<file path="src/rtl/tx_payload_crc_ble_if.sv">
// Bundles the start/config, payload input handshake and serial output
// of tx_payload_crc_ble.
//   slave  : the CRC appender (drives ready_out, data_out, valid_out,
//            busy, done, crc_out)
//   master : the packet formatter side (drives start, n_bits, uap_dci,
//            valid_in, data_bit, err_inject)
interface tx_payload_crc_ble_if;
  logic        start;
  logic [15:0] n_bits;
  logic [7:0]  uap_dci;
  logic        valid_in;
  logic        data_bit;
  logic        err_inject;
  logic        ready_out;
  logic        data_out;
  logic        valid_out;
  logic        busy;
  logic        done;
  logic [15:0] crc_out;

  modport slave (
    input  start, n_bits, uap_dci, valid_in, data_bit, err_inject,
    output ready_out, data_out, valid_out, busy, done, crc_out
  );

  modport master (
    output start, n_bits, uap_dci, valid_in, data_bit, err_inject,
    input  ready_out, data_out, valid_out, busy, done, crc_out
  );
endinterface

</file>
<file path="src/rtl/tx_payload_crc_ble.sv">
// BLE TX payload CRC appender. Forwards each accepted payload bit one cycle
// later, then appends the 16-bit payload CRC (preloaded from UAP/DCI)
// MSB-first with no gap.
//
// Ports:
//   clk   : clock, all state changes on the rising edge
//   reset : synchronous active-low reset
//   bus   : tx_payload_crc_ble_if.slave
//           in : start, n_bits, uap_dci, valid_in, data_bit, err_inject
//           out: ready_out, data_out, valid_out, busy, done, crc_out
//
// Build option: TX_CRC_ERR_INJECT_EN -- when defined, err_inject sampled on
// entry to the CRC field inverts bit 0 of the transmitted CRC and crc_out.
//
// state     | meaning
// ----------+-------------------------------------------------------------
// S_IDLE    | waiting for start (busy may still be high on the done cycle)
// S_PAYLOAD | accepting payload bits, updating the CRC
// S_CRC     | shifting crc_out MSB-first onto data_out
module tx_payload_crc_ble #(
  parameter int          Length = 16,
  parameter logic [15:0] POLY   = 16'h1021
) (
  input logic                 clk,
  input logic                 reset,
  tx_payload_crc_ble_if.slave bus
);

  typedef enum logic [1:0] {S_IDLE, S_PAYLOAD, S_CRC} state_t;

  state_t            state, state_nxt;
  logic [Length-1:0] crc, crc_nxt, crc_out_r;
  logic [15:0]       cnt, n_lat;
  logic [3:0]        crc_idx;
  logic              busy_r, data_out_r, valid_out_r, done_r;
  logic              ready, accept, last_bit, start_ok, fb, inj;
  logic [Length-1:0] inj_mask, preload;

`ifdef TX_CRC_ERR_INJECT_EN
  assign inj = bus.err_inject;
`else
  assign inj = 1'b0;
`endif

  assign inj_mask = {{(Length-1){1'b0}}, inj};
  assign preload  = {8'h00, bus.uap_dci};

  // busy stays high through the done cycle, so a start landing on the done
  // cycle is ignored and the earliest restart is the cycle after done.
  assign start_ok = bus.start && !busy_r && (state == S_IDLE);
  assign ready    = (state == S_PAYLOAD) && (cnt < n_lat);
  assign accept   = ready && bus.valid_in;
  assign last_bit = accept && (cnt == n_lat - 16'd1);

  assign fb      = bus.data_bit ^ crc[Length-1];
  assign crc_nxt = {crc[Length-2:0], 1'b0} ^ (fb ? POLY : '0);

  always_ff @(posedge clk) begin
    if (!reset) state <= S_IDLE;
    else        state <= state_nxt;
  end

  always_comb begin
    state_nxt = state;
    case (state)
      S_IDLE: begin
        if (start_ok) state_nxt = (bus.n_bits != 16'd0) ? S_PAYLOAD : S_CRC;
      end
      S_PAYLOAD: begin
        if (last_bit) state_nxt = S_CRC;
      end
      S_CRC: begin
        if (crc_idx == 4'd15) state_nxt = S_IDLE;
      end
      default: state_nxt = S_IDLE;
    endcase
  end

  always_ff @(posedge clk) begin
    if (!reset) begin
      crc         <= '0;
      crc_out_r   <= '0;
      cnt         <= '0;
      n_lat       <= '0;
      crc_idx     <= '0;
      busy_r      <= 1'b0;
      data_out_r  <= 1'b0;
      valid_out_r <= 1'b0;
      done_r      <= 1'b0;
    end else begin
      done_r <= 1'b0;
      case (state)
        S_IDLE: begin
          valid_out_r <= 1'b0;
          data_out_r  <= 1'b0;
          if (done_r) busy_r <= 1'b0;
          if (start_ok) begin
            busy_r <= 1'b1;
            n_lat  <= bus.n_bits;
            crc    <= preload;
            cnt    <= '0;
            // Zero-length frame: the CRC is just the preload, whose MSB is
            // always 0, so bit 15 goes out right away and the shifter
            // resumes at bit 14.
            if (bus.n_bits == 16'd0) begin
              crc_out_r   <= preload ^ inj_mask;
              data_out_r  <= 1'b0;
              valid_out_r <= 1'b1;
              crc_idx     <= 4'd1;
            end
          end
        end
        S_PAYLOAD: begin
          if (accept) begin
            data_out_r  <= bus.data_bit;
            valid_out_r <= 1'b1;
            crc         <= crc_nxt;
            cnt         <= cnt + 16'd1;
            if (last_bit) begin
              crc_out_r <= crc_nxt ^ inj_mask;
              crc_idx   <= 4'd0;
            end
          end else begin
            valid_out_r <= 1'b0;
          end
        end
        S_CRC: begin
          data_out_r  <= crc_out_r[4'd15 - crc_idx];
          valid_out_r <= 1'b1;
          done_r      <= (crc_idx == 4'd15);
          crc_idx     <= crc_idx + 4'd1;
        end
        default: begin
          valid_out_r <= 1'b0;
        end
      endcase
    end
  end

  assign bus.ready_out = ready;
  assign bus.data_out  = data_out_r;
  assign bus.valid_out = valid_out_r;
  assign bus.busy      = busy_r;
  assign bus.done      = done_r;
  assign bus.crc_out   = crc_out_r;

endmodule

</file>
<file path="src/flat_wrapper.sv">
// flat-port wrapper written by rule: the top's interface ports become plain ports
module tx_payload_crc_ble_flat 
#(
  parameter int          Length = 16,
  parameter logic [15:0] POLY   = 16'h1021
)
  (clk, reset, bus_start, bus_n_bits, bus_uap_dci, bus_valid_in, bus_data_bit, bus_err_inject, bus_ready_out, bus_data_out, bus_valid_out, bus_busy, bus_done, bus_crc_out);
  tx_payload_crc_ble_if bus_i ();
  input logic clk;
  input logic reset;
  input wire logic [$bits(bus_i.start)-1:0] bus_start;
  input wire logic [$bits(bus_i.n_bits)-1:0] bus_n_bits;
  input wire logic [$bits(bus_i.uap_dci)-1:0] bus_uap_dci;
  input wire logic [$bits(bus_i.valid_in)-1:0] bus_valid_in;
  input wire logic [$bits(bus_i.data_bit)-1:0] bus_data_bit;
  input wire logic [$bits(bus_i.err_inject)-1:0] bus_err_inject;
  output wire logic [$bits(bus_i.ready_out)-1:0] bus_ready_out;
  output wire logic [$bits(bus_i.data_out)-1:0] bus_data_out;
  output wire logic [$bits(bus_i.valid_out)-1:0] bus_valid_out;
  output wire logic [$bits(bus_i.busy)-1:0] bus_busy;
  output wire logic [$bits(bus_i.done)-1:0] bus_done;
  output wire logic [$bits(bus_i.crc_out)-1:0] bus_crc_out;
  assign bus_i.start = bus_start;
  assign bus_i.n_bits = bus_n_bits;
  assign bus_i.uap_dci = bus_uap_dci;
  assign bus_i.valid_in = bus_valid_in;
  assign bus_i.data_bit = bus_data_bit;
  assign bus_i.err_inject = bus_err_inject;
  assign bus_ready_out = bus_i.ready_out;
  assign bus_data_out = bus_i.data_out;
  assign bus_valid_out = bus_i.valid_out;
  assign bus_busy = bus_i.busy;
  assign bus_done = bus_i.done;
  assign bus_crc_out = bus_i.crc_out;
  tx_payload_crc_ble #(.Length(Length), .POLY(POLY)) u_core (.clk(clk), .reset(reset), .bus(bus_i));
endmodule
</file>
<file path="config.mk">
export PLATFORM = sky130hd
export DESIGN_NAME = tx_payload_crc_ble_flat
export DESIGN_NICKNAME = d
export VERILOG_FILES = /design/src/rtl/tx_payload_crc_ble_if.sv /design/src/rtl/tx_payload_crc_ble.sv /design/src/flat_wrapper.sv
export SDC_FILE = /design/constraint.sdc
export NUM_CORES = 1
export LEC_CHECK = 0
export CORE_ASPECT_RATIO = 2
export CORE_MARGIN = 1
export CORE_UTILIZATION = 30
export CTS_CLUSTER_DIAMETER = 100
export DETAILED_ROUTE_END_ITERATION = 6
export PLACE_DENSITY = 0.54
export SYNTH_ARGS = -nofsm -noshare
export SYNTH_HDL_FRONTEND = slang
export SYNTH_SLANG_ARGS = --single-unit
</file>
<file path="constraint.sdc">
create_clock -name clk -period 5.7 [get_ports clk]
set_input_delay 0.855 -clock clk [delete_from_list [all_inputs] [get_ports clk]]
set_output_delay 0.855 -clock clk [all_outputs]
set_load 0.02 [all_outputs]
</file>
Word level (Yosys, flattened, before mapping). Cells that the tools add are included.

$add $sub $neg: 4. Magnitude comparators: 2. Equal/unequal tests: 9. Mux-type cells: 32. Bitwise logic cells: 2. Reductions and logical operators: 20.

Operator list (count): 2-to-1 mux 16 bit (8); case mux 16 bit (2 select lines) (3); adder 16 x 1 -> 16 bit, second input constant (1); == test 16 bit (1); zero test 16 bit (1); less-than comparator 16 bit (1); 2-to-1 mux 4 bit (4); nonzero test 16 bit (1); subtractor 16 x 1 -> 16 bit, second input constant (1); bitwise XOR 16 bit (1); 2-to-1 mux 13 bit (1); case mux 4 bit (3 select lines) (1); AND reduction 5 bit (2); 2-to-1 mux 2 bit (4); != test 2 x 1 -> 1 bit, second input constant (4); AND reduction 2 bit (4); 2-to-1 mux 1 bit (7); case mux 1 bit (3 select lines) (2); case mux 2 bit (3 select lines) (1); AND reduction 3 bit (2); logical AND 1 bit (5); less-than comparator 4 x 5 -> 1 bit, second input constant (1); adder 4 x 1 -> 4 bit, second input constant (1); binary-select mux 1 bit (select 4 bit) (1); other kinds (10) (11).

Flip-flop bits (word level): 74. Bits of input ports: 30. Output and inout port bits: 21. Word-level logic and storage cells: 79.

Depth between registers and ports, before layout. Gate-level depths: netlist of the first run.

Word-level depth: 7. Mapped depth: 12. Gate-level depth less buffers: 10.

Worst setup path after synthesis of the first run. No wires, ideal clock.

Path kind: reg-to-reg. Start point: register u_core.n_lat[3]. End point: register u_core.crc_out_r[7] (netlist: u_core.bus.crc_out[7]). Library setup time: 0.119 ns. Arrival: 2.518 ns. Required time: 5.581 ns. Path slack: 3.063 ns. Cell stages (with the launch flop): 12. Path buffers: 2. Period minus slack after synthesis: 2.637 ns. Cells stage by stage: dfxtp_1 -> buf_4 -> inv_1 -> ha_1 -> a21o_1 -> a211oi_1 -> a31o_1 -> nand4_1 -> a21oi_1 -> clkbuf_1 -> nand2_1 -> o221a_1.

Cells in the longest elaborated chain, start to end: 6. Elaborated cells between the ends (all ways): 9. Classes of those cells: add/sub: 1; order compare: 1; eq/ne: 3; reduce/logical: 4.

RTL lines: from (decl) (line tx_payload_crc_ble.sv:33) `logic [15:0] cnt, n_lat;`; from (signal assigned) (line tx_payload_crc_ble.sv:99) `n_lat <= bus.n_bits;`; branches (longest 5 deep; another with subtractor 16 x 1 -> 16 bit); AND reduction 5 bit (no source line) (*); to (signal assigned) (line tx_payload_crc_ble.sv:106) `crc_out_r <= preload ^ inj_mask;`; to (signal assigned) (line tx_payload_crc_ble.sv:120) `crc_out_r <= crc_nxt ^ inj_mask;`; to (decl) (line tx_payload_crc_ble.sv:32) `logic [Length-1:0] crc, crc_nxt, crc_out_r;`.

Mark *: on every way between the ends. A chain may end at the register's enable or synchronous reset.

Worst setup path after layout of the first run.
Start point: register u_core.n_lat[3]. End point: output port bus_ready_out.

Cells in the longest elaborated chain, start to end: 2.

RTL lines: less-than comparator 16 bit (line tx_payload_crc_ble.sv:51) `assign ready = (state == S_PAYLOAD) && (cnt < n_lat);`; logical AND 1 bit (line tx_payload_crc_ble.sv:51); to (decl) (line flat_wrapper.sv:17) `output wire logic [$bits(bus_i.ready_out)-1:0] bus_ready_out;`.

No other way between the ends.

==> results of run 1 <==
-- critical path, stage by stage (launching register included) --
cell and delay (ns):
dfxtp_1 0.54, inv_1 0.09, ha_1 0.32, a21o_1 0.18, a211oi_1 0.22, a31o_1 0.25, and3_1 0.21, clkdlybuf4s50_1 0.61
-- flip-flops by register name (all words and copies together) (netlist names) --
register / count
u_core.bus.done: 1
u_core.bus.busy: 1
u_core.crc_idx: 4
u_core.bus.crc_out: 16
u_core.crc: 16
u_core.n_lat: 16
u_core.cnt: 16
u_core.state: 2
u_core.bus.data_out: 1
u_core.bus.valid_out: 1
-- cells by family (layout without fill, tap and decap cells) --
kind of cell / count (synthesis) / in the layout / share of synthesized area, %
and+or+nand+nor: 214 / 214 / 25.59
AOI/OAI and AO/OA: 101 / 101 / 16.01
DFF: 74 / 74 / 34.35
buffers and inverters: 48 / 94 / 4.497
xor gates and xnor gates: 31 / 31 / 6.295
adders and majority gates: 23 / 23 / 6.673
muxes: 22 / 22 / 6.585
-- stage by stage --
stage	worst slack, ns	cell area (µm²)
finish	2.087	5285
global route	1.990	5285
CTS	2.053	5285
detailed placement	2.181	4981
global placement	2.211	4981
floorplan	3.063	4313
-- synthesized netlist by cell type (9+ instances only) --
cell,count,area share [%]
a21oi_1,34,3.9
clkbuf_1,20,1.7
xor2_1,15,3.0
nand2_1,74,6.4
xnor2_1,16,3.2
dfxtp_1,74,34
ha_1,23,6.7
o21ai_0,23,2.7
o221a_1,10,2.6
inv_1,23,2.0
nand3_1,19,2.2
nor2_1,44,3.8
mux2i_1,16,3.7
nand2b_1,9,1.3
nand4_1,13,1.9
-- cell type report --
class,instances,area share (%)
sequential,74,28.03
clock buffer,10,4.332
clock inverter,6,1.420
inverter,23,1.634
tap,189,4.474
multi-input combinational,391,49.98
timing repair buffer,55,10.13
-- cell usage in the layout, fill, tap and decap left out, types with 16 or more instances in the layout --
master	n
xnor2_1	16
nand2_1	74
nand3_1	19
dfxtp_1	74
ha_1	23
a21oi_1	33
nor2_1	44
inv_1	23
o21ai_0	23
clkdlybuf4s50_1	49
mux2i_1	16
-- power by group through the flow --
stage	logic, mW	clock network [mW]	registers (mW)
after global routing	1.15	0.621	0.728
final	1.04	0.584	0.713
after detailed placement	1.04	0	0.724
after global placement	1.02	0	0.722
after CTS	1.05	0.597	0.714
after floorplan	0.724	0	0.721
-- routing by layer --
layer  vias up  track usage [%]  share of wire [%]
met5         -                0                  0
met2        90            33.21                 55
met3        29            3.455                3.6
met4         0            11.81                5.7
li1       1911                -                  -
met1      1825            16.83                 36
-- final timing paths --
path                                          start                    end  slack [ns]  depth (start not counted)
worst max-delay path                u_core.n_lat[3]          bus_ready_out        2.09                          7
worst min-delay path            u_core.bus.data_out    u_core.bus.data_out        0.46                          2
worst max register to register      u_core.n_lat[3]  u_core.bus.crc_out[0]        2.25                         10
worst min register to register  u_core.bus.data_out    u_core.bus.data_out        0.46                          2
==> run metrics, run 1 <==
initial antenna violation count 0; Max Cap Viol 0; Worst-Margin Slew 0.6650 ns; Crit Path Max Fanout 8; total routing usage reported by global routing 17.67%; post-layout min period 3.613 ns; Root Buffer clkbuf_16; total gr overflow 0; vias in the first global route 3889; status finished clean; DR vias 3855; I/O Pins 51; Static Leakage 1.930 nW; Resized Gates After CTS 0; maximum vdd drop 0.2616 mV; number of clock sinks 74; Synth cell types 61; Final HPWL DP 9.415 mm; clock buffer depth 2; CORE AREA 13970 µm²; CTS Buf Count 9; Worst slew margin 55.66%; Mean Syn Cell Area 8.407 µm²; CTS Hold Buffers Added 0; maximum clock rate 276.8 MHz; via density per instance 5.154; syn_nets 566; mapped cell area 4313 µm²; ratio of cells with drive above 1 in the final layout 7.692%; HP Class flop to flop; Layout fillers 1435; Ant. Diodes 0; Clk pin slew, worst setup/hold paths 0.07 ns; final slew viol count 0; required time of the critical path 4.85 ns; switching share of power 41.10%; first-pass GRT wire length 19.92 mm; routed length per instance 16.24 µm; Port Buf Inserts 49; Placed Instances 732; 1st-iter DRT viols 201; Area Overhead vs Synth 22.54%; height of the die 171.6 µm; Finished Core Util 37.84%; Worst EP arrival 2.76 ns; sum of negative setup slack 0 ns; Routed WL 12.15 mm; register area share after synthesis 34.35%; FF/Latch Area 1481 µm²; final estimated routing congestion in global placement 0.7949; Layout Nets 607; Die X-Extent 86.78 µm; Clock Skews 0.009125 ns; final worst path period share 63.39%; portion of total power attributed to combinational logic 44.4%; footprint of the multi-input gates 2641 µm²; number of synthesized register bits 74; Reg power frac 30.6%; P per Cell Area 441.5 nW/µm²; Rows 61; Startpoint Class flop; Post-CTS Setup Inserts 0; share of flip-flops with an asynchronous set or reset 0%; Post-Layout Cell Count 748; RSZ-0062 raised after global routing false; H-tree Lvls 3; Worst Setup Path Type flop to output port; DRC Markers 0; CTS tree yes; DIE AREA 14890 µm²; Worst-Skew Late Latency 0.34 ns; prevailing post-synth register cell dfxtp_1; Internal 1.374 mW; Clock Power Share 25.0%; total power 2.334 mW; Final Hold Viols 0; Post-DRT Antenna Nets 0; Sw Pwr 0.9591 mW; largest net degree at the start of global routing 40; cell count after synthesis 513; Final Setup Violations 0; Detailed Routing Iterations Pass 1 4; Post-Route Hold Slack 0.4564 ns; synth warn 0; Crit. End Element output port; Starting Density 30.88%; Post-synth EDFFs 0
Power figures use the tool's default switching activity.
==> run 2: changes to the inputs <==
--- a/config.mk
+++ b/config.mk
@@ -10,7 +10,7 @@
 export CORE_UTILIZATION = 30
 export CTS_CLUSTER_DIAMETER = 100
 export DETAILED_ROUTE_END_ITERATION = 6
-export PLACE_DENSITY = 0.54
+export PLACE_DENSITY = 0.56
 export SYNTH_ARGS = -nofsm -noshare
 export SYNTH_HDL_FRONTEND = slang
 export SYNTH_SLANG_ARGS = --single-unit
==> constraint.sdc (replaced) <==
create_clock -name clk -period 2.9 [get_ports clk]
set_input_delay 0.435 -clock clk [delete_from_list [all_inputs] [get_ports clk]]
set_output_delay 0.435 -clock clk [all_outputs]
set_load 0.02 [all_outputs]
==> run 2 against run 1 <==
  * Final area rose by 5.8%
  * Highest routed layer unchanged
  * Largest power group unchanged
  * Critical path depth up 5
  * Sequential share of layout area is 1.5 points lower
  * Largest cell class unchanged
  * First-iteration DRC count increased by 0.50%
  * Non-clock buffer count up 34
  * Combinational power is 130% higher
  * Wire length is 8.3% higher
==> run metrics, run 2 (same netlist as run 1, synthesis figures left out) <==
CORE AREA 13970 µm²; total gr overflow 0; CTS Buf Count 9; Starting Density 30.88%; H-tree Lvls 3; initial antenna violation count 0; delay-heaviest family, CP simple AND/OR/NAND/NOR gates; CP max-delay cell a221o_1; first-pass GRT wire length 20.50 mm; DR vias 4057; Post-Layout Cell Count 782; DIE AREA 14890 µm²; DRC Markers 0; Detailed Routing Iterations Pass 1 4; Layout Nets 641; Routed WL 13.16 mm; pre-CTS WS 0.07482 ns; Final Setup Violations 0; status finished clean; P per Cell Area 858.7 nW/µm²; required time of the critical path 3.15 ns; I/O Pins 51; Worst R2R End u_core.cnt[10]; total routing usage reported by global routing 18.22%; routed length per instance 16.82 µm; final slew viol count 0; Static Leakage 2.106 nW; height of the die 171.6 µm; CP Launch Point u_core.n_lat[10]; Ant. Diodes 0; Reg power frac 28.4%; CP peak stage delay 0.36 ns; critical path, cell by cell inv_1 -> ha_1 -> and3_1 -> a221o_1 -> nand2_1 -> nand4_1 -> buf_4 -> a21oi_4 -> buf_12 -> nand4_1 -> xor2_1 -> nor2_1; Crit Path Max Fanout 22; Final HPWL DP 10.03 mm; Port Buf Inserts 49; final estimated routing congestion in global placement 0.8632; FF/Latch Area 1481 µm²; Worst-Skew Late Latency 0.33 ns; largest net degree at the start of global routing 45; worst setup margin 0.1058 ns; Post-DRT Antenna Nets 0; Worst slew margin 61.57%; Final Hold Viols 0; via density per instance 5.188; Clock Skews 0.004207 ns; 1st-iter DRT viols 202; Placed Instances 764; Layout fillers 1381; Rows 61; Die X-Extent 86.78 µm; cell mode on critical path nand4_1; GR Layer Usage met2 35.57%; Sw Pwr 1.989 mW; Finished Core Util 40.05%; final worst path period share 96.35%; Worst Setup Path Type flop to flop; reg-to-reg slack, setup 0.11 ns; sum of negative setup slack 0 ns; ratio of cells with drive above 1 in the final layout 13.49%; final instance area 5594 µm²; maximum vdd drop 0.6052 mV; Max Cap Viol 0; Root Buffer clkbuf_16; Internal 2.815 mW; portion of total power attributed to combinational logic 50.0%; Crit path depth 12; WP buf/inv 3; crit path to u_core.cnt[10]; number of clock sinks 74; most frequent cells in the layout 74 x nand2_1, 74 x dfxtp_1, 48 x clkdlybuf4s50_1, 43 x nor2_1, 35 x buf_4; Worst-Margin Slew 0.5758 ns; RSZ-0062 raised after global routing true; Reg-to-Reg Start u_core.n_lat[10]; Top Usage Layer GRT met2; Clk pin slew, worst setup/hold paths 0.06 ns; vias in the first global route 4218; post-layout min period 2.794 ns; Worst EP arrival 3.05 ns; footprint of the multi-input gates 2660 µm²; Startpoint Class flop; GR Util met1 15.86%; M3 GR Usage 2.735%; Area Overhead vs Synth 29.71%; FF-to-FF path depth 12; Clock Power Share 21.7%; HP Class flop to flop; switching share of power 41.41%; clock buffer depth 2; maximum clock rate 357.9 MHz; post-place instance area 5271 µm²; Crit. End Element flop; CTS tree yes
run 2: power by group through the flow:
| stage | combinational (mW) | clock [mW] | sequential, mW |
|---|---|---|---|
| floorplan | 1.42 | 0 | 1.42 |
| global placement | 2.25 | 0 | 1.37 |
| detailed placement | 2.29 | 0 | 1.38 |
| CTS | 2.30 | 1.06 | 1.36 |
| global route | 2.60 | 1.10 | 1.39 |
| finish | 2.40 | 1.04 | 1.36 |
run 2: layer usage:
metal | vias to the layer above | routed length (µm)
met3 | 35 | 433
li1 | 1976 | -
met1 | 1942 | 4492
met2 | 104 | 7346
met4 | 0 | 885
met5 | - | 0
run 2: layout make-up:
class	count	area share, %
Sequential cell	74	26.48
Timing Repair Buffer	89	15.32
Inverter	23	1.543
Multi-Input combinational cell	391	47.55
Tap cell	189	4.227
Clock inverter	6	0.7828
Clock buffer	10	4.093
run 2: what timing repair did:
| action | 4_1_cts | 5_1_grt |
|---|---|---|
| gates resized for setup | 1 | 4 |
| endpoints found under the setup margin | 1 | 21 |
| buffers inserted | 0 | 1 |
| pin swaps | 0 | 1 |
| hold buffers | 0 | 0 |
| cloned | 0 | 1 |
run 2: worst min path at each step:
| stage | startpoint | endpoint | slack, ns | cells after the start |
|---|---|---|---|---|
| final | u_core.bus.data_out | u_core.bus.data_out | 0.45 | 2 |
| after CTS | u_core.bus.data_out | u_core.bus.data_out | 0.45 | 2 |
| after global routing | u_core.bus.data_out | u_core.bus.data_out | 0.48 | 2 |
| after floorplan | u_core.crc[14] | u_core.crc[14] | 0.45 | 2 |
| after global placement | u_core.bus.data_out | u_core.bus.data_out | 0.44 | 2 |
| after detailed placement | u_core.bus.data_out | u_core.bus.data_out | 0.44 | 2 |
run 2: worst register-to-register path, cell delays in order (launching register included):
cell and delay [ns]:
dfxtp_1 0.33, inv_1 0.08, ha_1 0.31, and3_1 0.24, a221o_1 0.36, nand2_1 0.08, nand4_1 0.21, buf_4 0.24
a21oi_4 0.23, buf_12 0.21, nand4_1 0.13, xor2_1 0.16, nor2_1 0.14
run 2: per-stage QoR:
step	hold slack (ns)	total power [mW]
after floorplan	0.4506	2.841
after global placement	0.4422	3.629
after detailed placement	0.4446	3.665
after CTS	0.4534	4.714
after global routing	0.4751	5.085
final	0.4496	4.804
